===== config.mk =====
export PLATFORM = sky130hd
export DESIGN_NAME = rst_seq
export DESIGN_NICKNAME = d
export VERILOG_FILES = /design/src/rtl/rst_seq_pkg.sv /design/src/rtl/rst_seq_rst_sync.sv /design/src/rtl/rst_seq.sv
export SDC_FILE = /design/constraint.sdc
export NUM_CORES = 1
export LEC_CHECK = 0
export CAP_MARGIN = 10
export CORE_AREA = 2 2 48 50
export CTS_CLUSTER_SIZE = 28
export DETAILED_ROUTE_END_ITERATION = 8
export DIE_AREA = 0 0 50 52
export GPL_ROUTABILITY_DRIVEN = 0
export HOLD_SLACK_MARGIN = 0.02
export PLACE_DENSITY = 0.81
export SLEW_MARGIN = 20
export SYNTH_ARGS = -nofsm -noshare
export SYNTH_HDL_FRONTEND = slang
export SYNTH_SLANG_ARGS = --single-unit

===== constraint.sdc =====
create_clock -name clk -period 5.65 [get_ports clk]
set_clock_uncertainty 0.1 [all_clocks]
set_input_delay 0.565 -clock clk [delete_from_list [all_inputs] [get_ports clk]]
set_output_delay 0.565 -clock clk [all_outputs]
set_load 0.03 [all_outputs]

===== src/rtl/rst_seq_pkg.sv =====
// Shared types and default timing for the reset sequencer.
package rst_seq_pkg;

   typedef enum logic [1:0] {
      ST_SYNC    = 2'd0,
      ST_HOLD    = 2'd1,
      ST_CORE_UP = 2'd2,
      ST_RUN     = 2'd3
   } seq_state_t;

   localparam int DEF_SYNC_STAGES = 2;
   localparam int DEF_HOLD_CYC    = 16;
   localparam int DEF_PERIPH_DLY  = 8;
   localparam int CNT_W           = 8;

endpackage


===== src/rtl/rst_seq_rst_sync.sv =====
// Reset-deassertion synchronizer: asserts asynchronously, releases after SYNC_STAGES edges.
module rst_sync
   import rst_seq_pkg::*;
#(
   parameter int SYNC_STAGES = DEF_SYNC_STAGES
) (
   input  logic clk,
   input  logic rst,
   output logic sync_rst
);

   logic [SYNC_STAGES-1:0] sync_q;

   always_ff @(posedge clk or posedge rst) begin
      if (rst) sync_q <= '1;
      else     sync_q <= {sync_q[SYNC_STAGES-2:0], 1'b0};
   end

   assign sync_rst = sync_q[SYNC_STAGES-1];

endmodule


===== src/rtl/rst_seq.sv =====
// Reset sequencer: releases core reset, then peripheral reset, with software restart.
//
// state   | meaning
// SYNC    | waiting for synchronized rst deassertion; all resets asserted
// HOLD    | both resets asserted, counting HOLD_CYC
// CORE_UP | core released, peripheral held, counting PERIPH_DLY
// RUN     | everything released, ready high
module rst_seq
   import rst_seq_pkg::*;
#(
   parameter int SYNC_STAGES = DEF_SYNC_STAGES,
   parameter int HOLD_CYC    = DEF_HOLD_CYC,
   parameter int PERIPH_DLY  = DEF_PERIPH_DLY
) (
   input  logic             clk,
   input  logic             rst,
   input  logic             sw_rst_req,
   output logic             core_rst_n,
   output logic             periph_rst_n,
   output logic             ready,
   output logic [CNT_W-1:0] sw_rst_cnt
);

   localparam logic [CNT_W-1:0] HOLD_LAST   = CNT_W'(HOLD_CYC - 1);
   localparam logic [CNT_W-1:0] PERIPH_LAST = CNT_W'(PERIPH_DLY - 1);
   localparam logic [CNT_W-1:0] SW_CNT_MAX  = '1;

   seq_state_t       state_q, state_d;
   logic [CNT_W-1:0] cnt_q, cnt_d;
   logic             core_q, core_d;
   logic             periph_q, periph_d;
   logic             ready_q, ready_d;
   logic             sw_q;
   logic [CNT_W-1:0] sw_cnt_q;
   logic             sync_rst;

   rst_sync #(.SYNC_STAGES(SYNC_STAGES)) u_rst_sync (
      .clk      (clk),
      .rst      (rst),
      .sync_rst (sync_rst)
   );

   always_ff @(posedge clk or posedge rst) begin
      if (rst) begin
         state_q  <= ST_SYNC;
         cnt_q    <= '0;
         core_q   <= 1'b0;
         periph_q <= 1'b0;
         ready_q  <= 1'b0;
      end else begin
         state_q  <= state_d;
         cnt_q    <= cnt_d;
         core_q   <= core_d;
         periph_q <= periph_d;
         ready_q  <= ready_d;
      end
   end

   always_comb begin
      state_d  = state_q;
      cnt_d    = cnt_q;
      core_d   = core_q;
      periph_d = periph_q;
      ready_d  = ready_q;
      case (state_q)
         ST_SYNC: begin
            core_d   = 1'b0;
            periph_d = 1'b0;
            ready_d  = 1'b0;
            if (!sync_rst) begin
               state_d = ST_HOLD;
               cnt_d   = '0;
            end
         end
         ST_HOLD: begin
            periph_d = 1'b0;
            ready_d  = 1'b0;
            if (cnt_q == HOLD_LAST) begin
               state_d = ST_CORE_UP;
               cnt_d   = '0;
               core_d  = 1'b1;
            end else begin
               core_d  = 1'b0;
               cnt_d   = cnt_q + 1'b1;
            end
         end
         ST_CORE_UP: begin
            if (cnt_q == PERIPH_LAST) begin
               state_d  = ST_RUN;
               cnt_d    = '0;
               periph_d = 1'b1;
               ready_d  = 1'b1;
            end else begin
               cnt_d    = cnt_q + 1'b1;
            end
         end
         ST_RUN: ;
         default: state_d = ST_SYNC;
      endcase
      // A software request restarts the hold phase from any state past SYNC.
      if (sw_rst_req && (state_q != ST_SYNC)) begin
         state_d  = ST_HOLD;
         cnt_d    = '0;
         core_d   = 1'b0;
         periph_d = 1'b0;
         ready_d  = 1'b0;
      end
   end

   always_ff @(posedge clk or posedge rst) begin
      if (rst) begin
         sw_q     <= 1'b0;
         sw_cnt_q <= '0;
      end else begin
         sw_q <= sw_rst_req;
         if (sw_rst_req && !sw_q && (state_q != ST_SYNC) && (sw_cnt_q != SW_CNT_MAX))
            sw_cnt_q <= sw_cnt_q + 1'b1;
      end
   end

   assign core_rst_n   = core_q;
   assign periph_rst_n = periph_q;
   assign ready        = ready_q;
   assign sw_rst_cnt   = sw_cnt_q;

endmodule


==> results of run 1 <==
## synthesized netlist by cell type (2+ instances only)
library cell / n
sky130_fd_sc_hd__nor2b_1: 3
sky130_fd_sc_hd__o21ai_0: 8
sky130_fd_sc_hd__mux2_2: 2
sky130_fd_sc_hd__nor2_1: 8
sky130_fd_sc_hd__and3_1: 4
sky130_fd_sc_hd__a21oi_1: 3
sky130_fd_sc_hd__dfstp_2: 2
sky130_fd_sc_hd__ha_1: 6
sky130_fd_sc_hd__nand4_1: 5
sky130_fd_sc_hd__inv_1: 7
sky130_fd_sc_hd__nand3_1: 2
sky130_fd_sc_hd__xnor2_1: 6
sky130_fd_sc_hd__dfrtp_1: 21
sky130_fd_sc_hd__o2bb2ai_1: 2
sky130_fd_sc_hd__a22oi_1: 2
sky130_fd_sc_hd__a31oi_1: 2
sky130_fd_sc_hd__nand2_1: 8
sky130_fd_sc_hd__a22o_1: 3
## metrics by stage
stage / instance area [um^2] / instances / hold slack [ps]
floorplan: 1170 / 113 / 245
global placement: 1330 / 152 / 246
detailed placement: 1330 / 152 / 251
CTS: 1350 / 156 / 270
global route: 1350 / 156 / 272
finish: 1350 / 156 / 267
## state kept, by name, indices dropped and copies added, names as in the netlist
name / flops
cnt_q: 8
core_rst_n: 1
ready: 1
state_q: 2
sw_q: 1
sw_rst_cnt: 8
u_rst_sync.sync_q: 2
## area by class of cell
type	instances	area, um^2	share of cell area
flip-flops and latches	23	578	0.427
multi-input cells	81	556	0.411
repair buffers	13	130	0.0962
well taps	28	35.0	0.0259
inverters	7	26.3	0.0194
clock buffers	3	22.5	0.0167
clock inverters	1	5.00	0.00370
## power groups by stage
stage	registers, mW	logic [mW]	clock network (mW)
global route	0.234	0.272	0.0827
CTS	0.229	0.247	0.0790
finish	0.229	0.248	0.0764
global placement	0.230	0.243	0
detailed placement	0.231	0.246	0
floorplan	0.261	0.143	0
## worst max-delay path by stage
stage | end | slack (ps) | cells after the start | from
floorplan | sw_rst_cnt[1] | 3630 | 4 | sw_rst_cnt[4]
global placement | sw_rst_cnt[1] | 3300 | 4 | sw_rst_req
detailed placement | sw_rst_cnt[1] | 3230 | 4 | sw_rst_req
CTS | sw_rst_cnt[0] | 3490 | 1 | sw_rst_cnt[0]
global route | sw_rst_cnt[3] | 3360 | 6 | state_q[0]
finish | cnt_q[0] | 3490 | 5 | cnt_q[7]
## cell families (layout without fill, tap and decap cells)
logic type | after synthesis | in the layout | synth area share
multiplexers | 3 | 3 | 0.0278
AO/OA/AOI/OAI | 27 | 27 | 0.160
adder cells (fa/ha/maj) | 6 | 6 | 0.0641
buffers and inverters | 9 | 24 | 0.0321
other | 1 | 1 | 0.00320
AND/OR/NAND/NOR | 37 | 37 | 0.167
flip-flops | 23 | 23 | 0.494
XOR/XNOR | 7 | 7 | 0.0524
## layer usage
metal	vias up	share of wire	GRT usage	wire length, um
met5	-	0	0	0
met4	0	0.0080	0.0926	17
met3	2	0.032	0.0259	69
met2	25	0.51	0.316	1080
met1	422	0.45	0.229	963
li1	430	-	-	-
==> reports/summary.txt, run 1 <==
======================================================================================
Run status ..............................................................    completed
Reg clk slew, reported paths ............................................       130 ps
Share of power burned in registers ......................................        0.414
Core box area ........................................................... 0.00211 mm^2
Power Total .............................................................     0.554 mW
Via count ...............................................................          879
Cell type with the highest aggregate area in the netlist ................ sky130_fd_sc_hd__dfrtp_1
Number of hold violations in the final report ...........................            0
Number of global-route vias before repair ...............................          834
VDD IR max ..............................................................       339 uV
Worst-case clock buffer depth ...........................................            2
Min-Delay Path Depth ....................................................            0
Utilization of the core after routing ...................................        0.642
Portion of total power attributed to combinational logic ................        0.448
Library cell contributing the largest single delay on the critical path . sky130_fd_sc_hd__or4_4
Cts repair resizes ......................................................            0
Startpoint type of the worst setup path .................................    flip-flop
Cell-by-cell trace of the critical path ................................. or4_4 > o31a_1 > o21ai_2 > nor2_2 > mux2_2
Number of DRC markers in iteration 0 ....................................           12
Async set-reset flop share out of synthesis .............................         1.00
Max-slew violation count ................................................            0
Worst Setup Slack post-DPL ..............................................      3230 ps
Upper clock frequency limit .............................................      463 MHz
Count of flip-flops with a built-in enable after synthesis ..............            0
Fin crit share ..........................................................        0.382
GRT Residual Overflow ...................................................            0
Post-synthesis register bit count .......................................           23
Critical path data arrival time .........................................      2270 ps
TritonCTS clock tree ....................................................         done
CP bufs+invs ............................................................            0
Mean instance size in the synthesized netlist ...........................    10.4 um^2
Dpl hpwl ................................................................      1570 um
Syn. warnings ...........................................................            0
Clk Latency, worst-skew pair ............................................       310 ps
Commonest cells after routing, fill and taps aside ...................... sky130_fd_sc_hd__dfrtp_1 (21), sky130_fd_sc_hd__clkdlybuf4s50_1 (13), sky130_fd_sc_hd__nand2_1 (8), sky130_fd_sc_hd__nor2_1 (8), sky130_fd_sc_hd__o21ai_0 (8)
Worst min-delay path class ..............................................      reg2reg
Pwr dens ................................................................  409 mW/mm^2
Primary flip-flop cell chosen by synthesis mapping ...................... sky130_fd_sc_hd__dfrtp_1
Post-CTS Hold Buffers ...................................................            0
Maximum level of the CTS H-tree .........................................            1
Post-route worst setup slack ............................................      3490 ps
I/O pin count ...........................................................           14
Die area ................................................................ 0.00260 mm^2
Die width ...............................................................        50 um
Setup slack, reg-to-reg .................................................      3490 ps
First-pass GRT wire length ..............................................      3610 um
Setup violators final ...................................................            0
Core Rows ...............................................................           17
Clock root buffer master ................................................ sky130_fd_sc_hd__clkbuf_4
Type of element capturing the critical path .............................    flip-flop
Worst-path maximum fanout ...............................................            6
Number of detailed-route iterations in the first pass ...................            4
Worst Hold Path EP ...................................................... u_rst_sync.sync_q[1]
Type of the worst setup path ............................................      reg2reg
Average wire per standard cell ..........................................      13.7 um
Cell types with the largest area share after synthesis .................. sky130_fd_sc_hd__dfrtp_1 (45%), sky130_fd_sc_hd__ha_1 (6.4%), sky130_fd_sc_hd__dfstp_2 (4.5%), sky130_fd_sc_hd__xnor2_1 (4.5%), sky130_fd_sc_hd__o21ai_0 (3.4%)
P_leak ..................................................................     0.615 nW
Pin count of the biggest net entering global routing ....................           24
Clock period minus final worst setup slack ..............................      2160 ps
CP peak stage delay .....................................................       560 ps
Sequential-to-total area share from yosys stat ..........................        0.494
Number of cells traversed by the worst register-to-register path ........            5
Number of filler instances in the final layout ..........................          170
Antenna Nets Post-Route .................................................            0
Total wirelength of the detailed-routed design ..........................      2130 um
Unique masters post-synth ...............................................           37
Aggregate negative setup slack ..........................................         0 ps
Syn-to-layout area delta ................................................        15.5%
Switching fraction of total power .......................................        0.417
Clock tree sinks ........................................................           23
All-Layer GR Usage ......................................................        0.185
Startpoint of the most critical register-to-register path ...............     cnt_q[7]
Initial antenna violation count .........................................            0
Synthesized instance count ..............................................          113
Max cap viols ...........................................................            0
Layout cell share with drive strength beyond 1 ..........................        0.102
Most common library cell in the layout ignoring fill and taps ........... sky130_fd_sc_hd__dfrtp_1
Net load switching power ................................................     0.231 mW
Cell area after synthesis ............................................... 0.00117 mm^2
Fraction of post-synthesis cell area in the top cell type by area .......        0.449
Y dimension of the die ..................................................        52 um
Power Internal ..........................................................     0.323 mW
Normalized max-slew margin ..............................................        0.429
Slew at the pin with the worst max-slew slack ...........................       855 ps
Number of design rule violations left after detail routing ..............            0
Worst endpoint required time ............................................      5760 ps
CP delay by family, top ................................................. simple AND/OR/NAND/NOR gates
Clock buffers created by TritonCTS ......................................            3
Number of nets in the layout ............................................          138
ANT cells ...............................................................            0
Hold wc startpoint ...................................................... u_rst_sync.sync_q[0]
Avg Vias per Cell .......................................................         5.63
Power share of the clock group ..........................................        0.138
R2R Path End ............................................................     cnt_q[0]
Number of setup buffers added after CTS .................................            0
Initial core utilization ................................................        0.556
Post-Syn Nets ...........................................................          122
Setup repair after global routing missed its margin .....................           no
Buffers on Ports ........................................................           13
======================================================================================
Power figures use the tool's default switching activity.
==> run 2, diff against run 1 <==
Settings changed: CORE_AREA 2 2 48 50 to 2 2 53 55, DIE_AREA 0 0 50 52 to 0 0 55 57, PLACE_DENSITY 0.81 to 0.7.
Clock period 5.65 ns to 1.9 ns, I/O delays scaled along.
==> run 2 against run 1 <==
Critical path depth is the same. Utilization shrank 3.3 points. Worst hold slack lost 180 ps. The flow now finishes with violations (setup timing). Sequential power grew to 2.8 times the previous value.
==> reports/summary.txt, run 2 (synthesis gave the netlist of run 1 again) <==
======================================================================================
Worst-path maximum fanout ...............................................            5
Run status .............................................................. finished with violations
Cell-by-cell trace of the critical path ................................. or4_4 > o31a_1 > or2_4 > a21oi_1 > o22ai_1
Y dimension of the die ..................................................        57 um
Startpoint of the most critical register-to-register path ...............     cnt_q[7]
VDD IR max ..............................................................       970 uV
Upper clock frequency limit .............................................      492 MHz
Post-route worst setup slack ............................................      -133 ps
Pwr dens ................................................................ 1220 mW/mm^2
Maximum level of the CTS H-tree .........................................            1
Worst Setup Slack post-DPL ..............................................      -141 ps
Clock buffers created by TritonCTS ......................................            3
Pin count of the biggest net entering global routing ....................           24
CP delay by family, top ................................................. simple AND/OR/NAND/NOR gates
Reg clk slew, reported paths ............................................       120 ps
GRT Residual Overflow ...................................................            0
Switching fraction of total power .......................................        0.400
Worst endpoint required time ............................................      2010 ps
CP Launch Point .........................................................     cnt_q[7]
Number of DRC markers in iteration 0 ....................................           18
Most common library cell in the layout ignoring fill and taps ........... sky130_fd_sc_hd__buf_4
Initial core utilization ................................................        0.448
CP peak stage delay .....................................................       550 ps
Final standard cell count with taps included and fillers excluded .......          183
Share of power burned in registers ......................................        0.334
TritonCTS clock tree ....................................................         done
P_leak ..................................................................     0.742 nW
Core Rows ...............................................................           19
Critical path data arrival time .........................................      2140 ps
Max-slew violation count ................................................            0
Violations in the final reports ......................................... setup timing
Power share of the clock group ..........................................        0.116
Number of detailed-route iterations in the first pass ...................            4
Setup violators final ...................................................            9
Number of global-route vias before repair ...............................         1043
Number of nets in the layout ............................................          162
First-pass GRT wire length ..............................................      4250 um
I/O pin count ...........................................................           14
All-Layer GR Usage ......................................................        0.184
Fin crit share ..........................................................         1.07
Antenna Nets Post-Route .................................................            0
Number of hold violations in the final report ...........................            0
Buffers on Ports ........................................................           13
Net load switching power ................................................     0.778 mW
Initial antenna violation count .........................................            0
Clock root buffer master ................................................ sky130_fd_sc_hd__clkbuf_4
Clock period minus final worst setup slack ..............................      2030 ps
Average wire per standard cell ..........................................      13.3 um
CP bufs+invs ............................................................            0
Worst-case clock buffer depth ...........................................            2
Clk Latency, worst-skew pair ............................................       310 ps
Core box area ........................................................... 0.00262 mm^2
Max cap viols ...........................................................            0
Number of design rule violations left after detail routing ..............            0
Library cell contributing the largest single delay on the critical path . sky130_fd_sc_hd__or4_4
Worst min-delay path class ..............................................     in2async
Die width ...............................................................        55 um
Syn-to-layout area delta ................................................        36.0%
Portion of total power attributed to combinational logic ................        0.550
Type of element capturing the critical path .............................    flip-flop
Die area ................................................................ 0.00314 mm^2
Post-Place Cells ........................................................          175
Setup repair after global routing missed its margin .....................          yes
Commonest cells after routing, fill and taps aside ...................... sky130_fd_sc_hd__buf_4 (23), sky130_fd_sc_hd__dfrtp_1 (21), sky130_fd_sc_hd__clkdlybuf4s50_1 (13)
Type of the worst setup path ............................................      reg2reg
Startpoint type of the worst setup path .................................    flip-flop
Power Internal ..........................................................      1.17 mW
Clock tree sinks ........................................................           23
Total wirelength of the detailed-routed design ..........................      2430 um
ANT cells ...............................................................            0
Avg Vias per Cell .......................................................         5.37
Via count ...............................................................          982
Dpl hpwl ................................................................      1780 um
Layout cell share with drive strength beyond 1 ..........................        0.283
======================================================================================
==> run 2: area by class of cell <==
| type | instances | area (um^2) |
|---|---|---|
| flip-flops and latches | 23 | 578 |
| clock buffers | 3 | 22.5 |
| repair buffers | 37 | 314 |
| clock inverters | 1 | 5.00 |
| fillers | 211 | 1020 |
| inverters | 7 | 26.3 |
| multi-input cells | 81 | 608 |
| well taps | 31 | 38.8 |
==> run 2: worst register-to-register path, delay by kind of cell (launching register included) <==
kind / cells / cell delay [ps]
DFF: 1 / 400
AOI/OAI and AO/OA: 3 / 580
and+or+nand+nor: 2 / 850
==> run 2: through the flow <==
| step | util | setup TNS (ps) | hold WS [ps] | power [mW] | area [um^2] |
|---|---|---|---|---|---|
| after global routing | 0.609 | -1650 | 120 | 2.09 | 1590 |
| final | 0.609 | -959 | 90.5 | 1.95 | 1590 |
| after floorplan | - | -181 | 90.4 | 1.21 | 1180 |
| after global placement | 0.570 | -404 | 246 | 1.57 | 1490 |
| after detailed placement | 0.570 | -823 | 252 | 1.60 | 1490 |
| after CTS | 0.593 | -950 | 94.5 | 1.90 | 1550 |
==> run 2: power by group through the flow <==
stage | clock network (mW) | registers (mW) | logic, mW
after global routing | 0.252 | 0.661 | 1.17
after CTS | 0.238 | 0.650 | 1.01
after global placement | 0 | 0.652 | 0.919
after floorplan | 0 | 0.778 | 0.435
after detailed placement | 0 | 0.655 | 0.946
final | 0.226 | 0.649 | 1.07
==> run 2: what timing repair did <==
item | 4_1_cts | 5_1_grt
setup buffers | 2 | 2
pin swaps | 2 | 2
gates resized for setup | 5 | 8
setup endpoints to repair | 16 | 14
hold buffers | 0 | 0
==> run 2: path summary, 6_finish.rpt <==
check                                            end  slack [ps]  depth (start not counted)
worst max-delay path                      state_q[1]        -130                          5
worst min-delay path                        cnt_q[0]          90                          3
worst max register to register            state_q[1]        -130                          5
worst min register to register  u_rst_sync.sync_q[1]         270                          0
max in group asynchronous       u_rst_sync.sync_q[0]        1330                          3
min in group clk                u_rst_sync.sync_q[1]         270                          0
==> run 2: routing by layer <==
metal / global-route usage / vias up / wire, um / part of all wire
li1: - / 478 / - / -
met3: 0.0314 / 5 / 51 / 0.021
met4: 0.0732 / 0 / 44 / 0.018
met5: 0 / - / 0 / 0
met1: 0.227 / 486 / 1030 / 0.42
met2: 0.311 / 13 / 1310 / 0.54
